==> src/rtl/repsub_div.sv <==
// repsub_div -- unsigned divider using repeated subtraction, one subtraction
// per clock.
//
// Ports:
//   clk       : clock, all state updates on the rising edge
//   rst_n     : asynchronous active-low reset
//   start     : begin a division (sampled only while idle)
//   a, b      : dividend / divisor, captured on an accepted start
//   busy      : high while a division is running or its result is being flagged
//   done      : one-cycle pulse, results valid
//   quotient  : unsigned quotient (held until the next result)
//   remainder : unsigned remainder (held until the next result)
//   div_zero  : set when the captured divisor was zero
module repsub_div #(
  parameter int WIDTH = 5
) (
  input  logic             clk,
  input  logic             rst_n,
  input  logic             start,
  input  logic [WIDTH-1:0] a,
  input  logic [WIDTH-1:0] b,
  output logic             busy,
  output logic             done,
  output logic [WIDTH-1:0] quotient,
  output logic [WIDTH-1:0] remainder,
  output logic             div_zero
);

  typedef enum logic [1:0] {
    IDLE = 2'd0,
    RUN  = 2'd1,
    DONE = 2'd2
  } state_t;

  state_t           state;
  state_t           state_nxt;
  logic [WIDTH-1:0] rem;
  logic [WIDTH-1:0] quo;
  logic [WIDTH-1:0] dvs;

  // State register
  always_ff @(posedge clk or negedge rst_n) begin
    if (!rst_n) state <= IDLE;
    else        state <= state_nxt;
  end

  // Next-state logic
  always_comb begin
    state_nxt = state;
    case (state)
      IDLE: if (start) state_nxt = (b == '0) ? DONE : RUN;
      RUN:  if (rem < dvs) state_nxt = DONE;
      DONE: state_nxt = IDLE;
      default: state_nxt = IDLE;
    endcase
  end

  // Outputs decode straight from the state flops, so there is no path
  // from any input to busy/done.
  always_comb begin
    busy = (state == RUN) || (state == DONE);
    done = (state == DONE);
  end

  // Datapath: working registers and held result registers
  always_ff @(posedge clk or negedge rst_n) begin
    if (!rst_n) begin
      rem       <= '0;
      quo       <= '0;
      dvs       <= '0;
      quotient  <= '0;
      remainder <= '0;
      div_zero  <= 1'b0;
    end else begin
      case (state)
        IDLE: begin
          if (start) begin
            if (b == '0) begin
              // Divide by zero skips RUN and publishes its result at once.
              quotient  <= '1;
              remainder <= a;
              div_zero  <= 1'b1;
            end else begin
              rem      <= a;
              quo      <= '0;
              dvs      <= b;
              div_zero <= 1'b0;
            end
          end
        end
        RUN: begin
          // The compare guards the subtraction, so rem never underflows.
          if (rem >= dvs) begin
            rem <= rem - dvs;
            quo <= quo + 1'b1;
          end else begin
            quotient  <= quo;
            remainder <= rem;
          end
        end
        default: ;
      endcase
    end
  end

endmodule

==> config.mk <==
export PLATFORM = sky130hd
export DESIGN_NAME = repsub_div
export DESIGN_NICKNAME = d
export VERILOG_FILES = /design/src/rtl/repsub_div.sv
export SDC_FILE = /design/constraint.sdc
export NUM_CORES = 1
export LEC_CHECK = 0
export CAP_MARGIN = 0
export CORE_ASPECT_RATIO = 1.75
export CORE_UTILIZATION = 30
export CTS_BUF_LIST = sky130_fd_sc_hd__clkbuf_8
export DETAILED_ROUTE_END_ITERATION = 16
export PLACE_DENSITY = 0.57
export SYNTH_ARGS = -nofsm -noshare
export SYNTH_HDL_FRONTEND = slang
export SYNTH_SLANG_ARGS = --single-unit
==> constraint.sdc <==
create_clock -name clk -period 2.8 [get_ports clk]
set_input_delay 0.84 -clock clk [delete_from_list [all_inputs] [get_ports clk]]
set_output_delay 0.84 -clock clk [all_outputs]
set_load 0.05 [all_outputs]
==> reports/metrics.csv, run 1 <==
stage;metric;value;unit
sta;timing.setup.tns;0;ns
sta;rsz0062_at_grt;false;
placed_design;place_congestion;0.731;
run;maxCapViolCount;0;
yosys;yosys-top-cells-count;28 x dfrtp_1, 18 x o22ai_1, 16 x nand2_1, 14 x a21oi_1, 11 x inv_1;
sta;hold_viol;0;
routing;top_layer_used;met4;
routing;dr_wl_met2;2310;um
power_and_ir_drop;vdd_drop_max;0.000417;V
routing;drc;0;
clock_tree;cts_resized;0;
global_route;antenna_found_initial;0;
yosys;synth.top_cell.area_share;39.5;%
finish;utilization;38.6;%
die;dieWidth;60.1;um
yosys;async_reset_ff_share;100;%
run_status;outcome;complete, no violations;
routing;num_vias;1508;
sta;min_period;2.63;ns
sta;fmax;380;MHz
worst_setup_path;worstPathCellList;inv_1, ha_1, clkdlybuf4s50_1;
clock_tree;cts_made_buffers;3;
finish;layout.nets;235;
yosys;synth_seq_cells;28;
routing;drt-pass1-iter-count;4;
clock_tree;post_cts_buffers;0;
sta;finalClockSkew;0.00425;ns
die;die_area;6230;sq um
clock_tree;htreeDepth;1;
worst_setup_path;start_kind;flop;
finish;syn_to_final_growth;22.7;%
worst_setup_path;cp.arrival;1.79;ns
yosys;yosysSeqAreaShare;39.5;%
routing;drt-met1-wl;1820;um
sta;slew_violations;0;
worst_setup_path;cp-end-kind;output port;
sta;tightest_slew;0.495;ns
routing;wl_met3;84;um
clock_tree;path_clk_slew;0.10;ns
worst_setup_path;crit_required;1.96;ns
worst_setup_path;cp_max_fo;3;
worst_setup_path;critical-path-top-delay-family;buffers and inverters;
global_route;grt_use_total;15.0;%
yosys;syn_inst;182;
sta;layout_worst_path_cycle_share;94.1;%
die;core_area;5630;sq um
clock_tree;root_buffer;clkbuf_8;
global_route;grt_pass1_wl;7090;um
yosys;syn_avg_cell_area;9.73;sq um
clock_tree;clock_path_buffers;2;
finish;finalNonFillerCells;287;
finish;drive_gt1_share;11.8;%
sta;holdWs;0.498;ns
worst_setup_path;crit_type;reg2out;
placed_design;dp_cells;283;
worst_setup_path;max_stage_delay;0.79;ns
global_route;grt_max_degree;30;
sta;slew_headroom;66.9;%
finish;diodes;0;
sta;setup_viol;0;
routing;wire_per_inst;15.2;um
yosys;netlist_area;1770;sq um
placed_design;port_buffers;25;
power_and_ir_drop;p_leak;0.891;nW
power_and_ir_drop;design_power_total;2.95;mW
yosys;synth.distinct_cells;45;
die;start_util;31.5;%
routing;via_per_inst;5.25;
worst_setup_path;cp.buffers_inverters;2;
die;die_y;104;um
routing;routed_wl;4380;um
routing;drt_iter0_drc;58;
worst_setup_path;crit_slowest_cell;clkdlybuf4s50_1;
yosys;synthTopCellsByArea;dfrtp_1 40%, ha_1 6.4%, o22ai_1 6.4%;
hold_path;hold_path_class;reg2reg;
clock_tree;hold_buffers;0;
yosys;synth_top_area_cell;dfrtp_1;
yosys;syn-num-nets;205;
placed_design;hpwl;3250;um
die;io_pins;26;
clock_tree;tritoncts;yes;
global_route;grt_pass1_vias;1470;
global_route;overflow;0;
power_and_ir_drop;power.density;1360;nW/um^2
clock_tree;numClockSinks;28;
yosys;synth_edf_count;0;
yosys;yosysWarnings;0;
clock_tree;clock_latency;0.29;ns
yosys;yosysMostFrequentCell;dfrtp_1;
yosys;ys.flop_type;dfrtp_1;
routing;antenna_left;0;
die;rows;36;
## power by group
part	switching (mW)	internal, mW
clock	0.138	0.192
combinational	1.20	0.705
sequential	0.148	0.568
## state kept, by name (all words and copies together) (netlist names)
| name | cells |
|---|---|
| dvs | 5 |
| quo | 5 |
| quotient | 5 |
| rem | 5 |
| remainder | 5 |
| state | 2 |
| div_zero | 1 |
## metrics by stage
stage,cell area [sq um],worst slack (ns)
after floorplan,1770,0.709
after global placement,2100,0.144
after detailed placement,2100,0.139
after CTS,2170,0.145
after global routing,2170,0.0983
final,2170,0.165
## cell type report
class | instances | area [sq um]
clock buffer | 3 | 41.3
clock inverter | 1 | 30.0
fill | 581 | 3460
inverter | 11 | 41.3
multi-input combinational | 136 | 963
sequential | 28 | 701
tap | 76 | 95.1
timing repair buffer | 32 | 303
## worst reg2reg max path, cell delays in order, from the launching register on
cell      delay, ns
dfrtp_1        0.44
ha_1           0.39
a21o_1         0.23
a21oi_4        0.24
o21a_2         0.45
nor3_1         0.11
a221oi_2       0.27
## layout by cell type, fill, tap and decap left out, types with 3 or more instances in the layout
cell	n
nand2_1	16
mux2i_1	3
ha_1	9
o21ai_0	5
dfrtp_1	28
nor3_1	3
inv_1	11
a31oi_1	3
nand4_1	4
o22ai_1	18
xnor2_1	3
nor2b_1	3
buf_4	7
clkdlybuf4s50_1	25
nand2b_1	3
nand3_1	9
a21oi_1	14
nor2_1	10
a21o_1	4
clkbuf_8	3
## kinds of logic after synthesis
group | after synthesis | share of synthesized area (%)
AOI/OAI and AO/OA | 65 | 28.2
and+or+nand+nor | 55 | 15.5
DFF | 28 | 39.5
buffers and inverters | 18 | 6.07
adders and majority gates | 10 | 7.49
xor gates and xnor gates | 3 | 1.48
muxes | 3 | 1.69
## layer usage
metal | global-route usage (%) | vias up
li1 | - | 738
met1 | 17.1 | 729
met2 | 26.2 | 30
met3 | 1.75 | 11
met4 | 7.14 | 0
met5 | 0 | -
## worst paths after layout
check	startpoint	end	slack, ns	cells past startpoint
min reg2reg	dvs[0]	dvs[0]	0.50	2
max reg2reg	rem[3]	rem[1]	0.60	6
max in group asynchronous	rst_n	quo[3]	1.59	2
max	state[1]	busy	0.17	3
min	dvs[0]	dvs[0]	0.50	2
min in group asynchronous	rst_n	quo[1]	0.94	2
(Power assumes the default switching activity.)
==> run 2, diff against run 1 <==
--- a/config.mk
+++ b/config.mk
@@ -8,8 +8,9 @@
 export CAP_MARGIN = 0
 export CORE_ASPECT_RATIO = 1.75
 export CORE_UTILIZATION = 30
-export CTS_BUF_LIST = sky130_fd_sc_hd__clkbuf_8
+export CTS_BUF_LIST = sky130_fd_sc_hd__clkbuf_4
 export DETAILED_ROUTE_END_ITERATION = 16
+export GPL_TIMING_DRIVEN = 0
 export PLACE_DENSITY = 0.57
 export SYNTH_ARGS = -nofsm -noshare
 export SYNTH_HDL_FRONTEND = slang
==> run 2 against run 1 <==
Clock-buffer cell count stayed put. Routed wire length is 3.3% higher. Non-clock buffer count is 2 higher. Critical path depth stayed put. Clock power is 16% lower. Power is 2.5% higher. Die area stayed put. Design area is 1.2% higher. Sequential cell count stayed put. Critical endpoint unchanged. Highest routed layer unchanged.
==> reports/metrics.csv, run 2 (synthesized netlist as in run 1, its figures left out) <==
stage;metric;value;unit
global_route;antenna_found_initial;0;
worst_setup_path;cp-end-kind;output port;
hold_path;hold_path_class;reg2reg;
die;start_util;31.5;%
global_route;met3_usage;2.62;%
die;core_area;5630;sq um
clock_tree;clock_latency;0.34;ns
sta;holdWs;0.512;ns
sta;tightest_slew;0.493;ns
global_route;grt_pass1_vias;1552;
power_and_ir_drop;vdd_drop_max;0.000448;V
clock_tree;tritoncts;yes;
finish;layout_common_cells;28 x dfrtp_1, 25 x clkdlybuf4s50_1, 18 x o22ai_1;
finish;syn_to_final_growth;24.2;%
sta;slew_headroom;67.0;%
sta;layout_worst_path_cycle_share;97.5;%
clock_tree;hold_buffers;0;
placed_design;hpwl;3450;um
routing;num_vias;1573;
sta;hold_viol;0;
routing;wire_per_inst;15.6;um
clock_tree;root_buffer;clkbuf_4;
clock_tree;clock_path_buffers;2;
worst_setup_path;start_kind;flop;
sta;timing.setup.tns;0;ns
hold_path;min_delay_path_depth;2;
finish;layout.nets;237;
routing;drt-pass1-iter-count;6;
routing;antenna_left;0;
die;io_pins;26;
power_and_ir_drop;p_leak;0.900;nW
clock_tree;numClockSinks;28;
worst_setup_path;crit_required;1.96;ns
global_route;overflow;0;
die;rows;36;
routing;routed_wl;4520;um
sta;setup_viol;0;
routing;drt_iter0_drc;84;
placed_design;place_congestion;0.770;
worst_setup_path;cp_max_fo;3;
global_route;use_met1;19.6;%
clock_tree;htreeDepth;1;
global_route;top_usage_layer;met2;
worst_setup_path;max_stage_delay;0.79;ns
finish;diodes;0;
finish;finalNonFillerCells;289;
routing;drc;0;
routing;via_per_inst;5.44;
global_route;met2_usage;26.8;%
placed_design;port_buffers;25;
global_route;grt_max_degree;18;
die;dieWidth;60.1;um
sta;min_period;2.73;ns
run;maxCapViolCount;0;
sta;rsz0062_at_grt;false;
clock_tree;cts_resized;0;
die;die_area;6230;sq um
sta;fmax;366;MHz
finish;layout_commonest_cell;dfrtp_1;
worst_setup_path;worstPathCellList;inv_1, ha_1, clkdlybuf4s50_1;
sta;slew_violations;0;
sta;finalClockSkew;0.00444;ns
power_and_ir_drop;power.density;1370;nW/um^2
worst_setup_path;crit_type;reg2out;
clock_tree;cts_made_buffers;3;
clock_tree;path_clk_slew;0.17;ns
placed_design;dp_cells;285;
run_status;outcome;complete, no violations;
global_route;grt_pass1_wl;7760;um
die;die_y;104;um
finish;drive_gt1_share;11.7;%
clock_tree;post_cts_buffers;0;
finish;utilization;39.1;%
power_and_ir_drop;design_power_total;3.02;mW
worst_setup_path;cp.arrival;1.89;ns
worst_setup_path;worst-r2r-cell-count;6;
global_route;grt_use_total;16.1;%
worst_setup_path;crit_slowest_cell;clkdlybuf4s50_1;
-- run 2: cell types whose count changed in the layout (fill, tap and decap cells not counted), sizes merged --
cell and delta:
clkbuf +1, dlygate4sd3 +1
-- run 2: cell type report --
cell class / count / area [sq um]
timing repair buffer: 27 / 280
inverter: 11 / 41.3
tap: 76 / 95.1
sequential: 28 / 701
fill: 578 / 3430
buffer: 7 / 66.3
multi-input combinational: 136 / 963
clock inverter: 1 / 30.0
clock buffer: 3 / 22.5
-- run 2: worst paths after layout --
path / to / slack (ns) / start
max: busy / 0.07 / state[1]
min: dvs[0] / 0.51 / dvs[0]
max reg2reg: quo[4] / 0.68 / rem[3]
min reg2reg: dvs[0] / 0.51 / dvs[0]
max in group asynchronous: quotient[3] / 1.69 / rst_n
min in group asynchronous: rem[3] / 0.80 / rst_n
-- run 2: worst max-delay path, delay by kind of cell, from the launching register on --
kind       cells  cell delay (ns)
fa+ha+maj      1             0.27
buf+inv        2             0.86
flops          1             0.42
-- run 2: metrics by stage --
step,setup slack [ns],cell area [sq um]
2_1_floorplan,0.709,1770
3_3_place_gp,0.0755,2120
3_5_place_dp,0.0714,2150
4_1_cts,0.0640,2200
5_1_grt,0.00535,2200
6_report,0.0693,2200
-- run 2: where the power goes --
group	switching (mW)	internal, mW
clock network	0.132	0.145
logic	1.25	0.789
registers	0.141	0.567
-- run 2: per-layer routing --
layer | wire, um | part of all wire, %
met1 | 1890 | 42
met2 | 2360 | 52
met3 | 138 | 3.1
met4 | 129 | 2.9
met5 | 0 | 0
==> run 3, diff against run 2 <==
--- a/config.mk
+++ b/config.mk
@@ -11,7 +11,7 @@
 export CTS_BUF_LIST = sky130_fd_sc_hd__clkbuf_4
 export DETAILED_ROUTE_END_ITERATION = 16
 export GPL_TIMING_DRIVEN = 0
-export PLACE_DENSITY = 0.57
+export PLACE_DENSITY = 0.59
 export SYNTH_ARGS = -nofsm -noshare
 export SYNTH_HDL_FRONTEND = slang
 export SYNTH_SLANG_ARGS = --single-unit
==> constraint.sdc (replaced) <==
create_clock -name clk -period 2.2 [get_ports clk]
set_input_delay 0.66 -clock clk [delete_from_list [all_inputs] [get_ports clk]]
set_output_delay 0.66 -clock clk [all_outputs]
set_load 0.05 [all_outputs]
==> run 3 against run 2 <==
Clock-buffer cell count stayed put. Clock skew up 0.0073 ns. Non-clock buffer count rose by 2. Routed wire length fell by 0.20%. Worst setup slack worse by 0.0030 ns. Combinational power grew 33%. Core utilization up 0.73 points. First-iteration DRC count decreased by 54%. Largest cell class unchanged. Power grew 31%.
==> reports/metrics.csv, run 3 (synthesized netlist as in run 1, its figures left out) <==
stage;metric;value;unit
run_status;outcome;complete, no violations;
die;rows;36;
power_and_ir_drop;p_leak;0.970;nW
routing;drt-pass1-iter-count;4;
sta;hold_viol;0;
finish;syn_to_final_growth;26.5;%
finish;diodes;0;
sta;setup_viol;0;
routing;wire_per_inst;15.4;um
worst_setup_path;critical-path-top-delay-family;simple AND/OR/NAND/NOR gates;
worst_setup_path;cp_max_fo;10;
die;io_pins;26;
routing;antenna_left;0;
sta;finalClockSkew;0.0117;ns
finish;design_area;2240;sq um
worst_setup_path;cp.buffers_inverters;1;
routing;drc;0;
routing;routed_wl;4510;um
routing;wl_met3;140;um
worst_setup_path;start_kind;flop;
global_route;antenna_found_initial;0;
routing;num_vias;1557;
clock_tree;root_buffer;clkbuf_4;
clock_tree;numClockSinks;28;
finish;layout_common_cells;28 x dfrtp_1, 17 x o22ai_1, 16 x nand2_1;
clock_tree;path_clk_slew;0.17;ns
die;die_y;104;um
global_route;overflow;0;
finish;finalNonFillerCells;292;
placed_design;dp_cells;283;
routing;dr_wl_met2;2370;um
worst_setup_path;crit_type;reg2reg;
power_and_ir_drop;design_power_total;3.95;mW
finish;fillers;577;
sta;slew_violations;0;
worst_setup_path;cp.arrival;2.36;ns
routing;drt_iter0_drc;39;
worst_setup_path;max_stage_delay;0.48;ns
sta;holdWs;0.328;ns
worst_setup_path;worstPathCellList;ha_1, nand3_2, o21a_2, buf_6, nor3_1, a221oi_2;
placed_design;place_congestion;0.760;
placed_design;port_buffers;25;
finish;layout_commonest_cell;dfrtp_1;
placed_design;hpwl;3270;um
global_route;grt_pass1_wl;7600;um
die;dieWidth;60.1;um
hold_path;hold_path_class;in2async;
routing;drt-met1-wl;1920;um
die;core_area;5630;sq um
clock_tree;htreeDepth;1;
worst_setup_path;crit_required;2.43;ns
sta;slew_headroom;55.4;%
clock_tree;clock_latency;0.34;ns
placed_design;place_area;2120;sq um
power_and_ir_drop;power.density;1760;nW/um^2
die;start_util;31.5;%
clock_tree;tritoncts;yes;
routing;via_per_inst;5.33;
finish;utilization;39.8;%
global_route;grt_max_degree;29;
sta;tightest_slew;0.669;ns
clock_tree;hold_buffers;0;
clock_tree;cts_made_buffers;3;
sta;min_period;2.13;ns
clock_tree;clock_path_buffers;2;
power_and_ir_drop;vdd_drop_max;0.000668;V
routing;top_layer_used;met4;
finish;drive_gt1_share;15.7;%
sta;fmax;469;MHz
run;maxCapViolCount;0;
finish;layout.nets;240;
worst_setup_path;crit_slowest_cell;dfrtp_1;
worst_setup_path;cp-end-kind;flop;
sta;layout_worst_path_cycle_share;97.0;%
die;die_area;6230;sq um
global_route;grt_pass1_vias;1585;
global_route;grt_use_total;15.7;%
[run 3: cell count changes in the layout (fill, tap and decap cells not counted), moves of 2 or more]
cell	before	now
buf_8	2	0
buf_4	1	4
dlymetal6s2s_1	0	3
clkdlybuf4s50_1	25	8
dlygate4sd2_1	0	11
[run 3: report_power, final]
group | internal [mW] | switching [mW] | leakage, nW
combinational | 1.03 | 1.68 | 0.610
sequential | 0.721 | 0.172 | 0.332
clock | 0.184 | 0.169 | 0.0279
[run 3: final timing paths]
kind | start | end | slack, ns | depth (start not counted)
min | rst_n | quo[4] | 0.33 | 1
max | rem[4] | rem[1] | 0.07 | 6
max reg2reg | rem[4] | rem[1] | 0.07 | 6
min in group clk | dvs[0] | dvs[0] | 0.50 | 2
min reg2reg | dvs[0] | dvs[0] | 0.50 | 2
max in group asynchronous | rst_n | quo[2] | 1.44 | 1
[run 3: layer usage]
metal,track usage (%),vias up
li1,-,745
met1,19.1,768
met2,26.6,37
met3,2.37,7
met4,5.81,0
met5,0,-
[run 3: cell type report]
| type | instances | area (sq um) | share of cell area (%) |
|---|---|---|---|
| timing repair buffer | 29 | 269 | 12.0 |
| sequential | 28 | 701 | 31.3 |
| inverter | 11 | 41.3 | 1.84 |
| clock inverter | 1 | 30.0 | 1.34 |
| buffer | 7 | 68.8 | 3.07 |
| clock buffer | 3 | 22.5 | 1.01 |
| multi-input combinational | 137 | 1010 | 45.2 |
| tap | 76 | 95.1 | 4.24 |
[run 3: stage by stage]
stage | setup WS, ns | TNS [ns]
final | 0.0664 | 0
after global routing | -0.00190 | -0.00190
after CTS | 0.0116 | 0
after detailed placement | -0.372 | -7.69
after global placement | -0.347 | -7.19
after floorplan | 0.289 | 0
[run 3: worst reg2reg max path: cells and delay by family (launching register included)]
kind,cells,cell delay [ns]
AO/OA/AOI/OAI,2,0.43
buffers and inverters,1,0.15
flip-flops,1,0.48
AND/OR/NAND/NOR,2,0.55
adder cells (fa/ha/maj),1,0.42
[run 3: timing repair]
item / 4_1_cts / 5_1_grt
pin swaps: 2 / 2
gates cloned: 1 / 0
endpoints found under the setup margin: 15 / 13
setup buffers: 2 / 2
gates resized for setup: 16 / 12
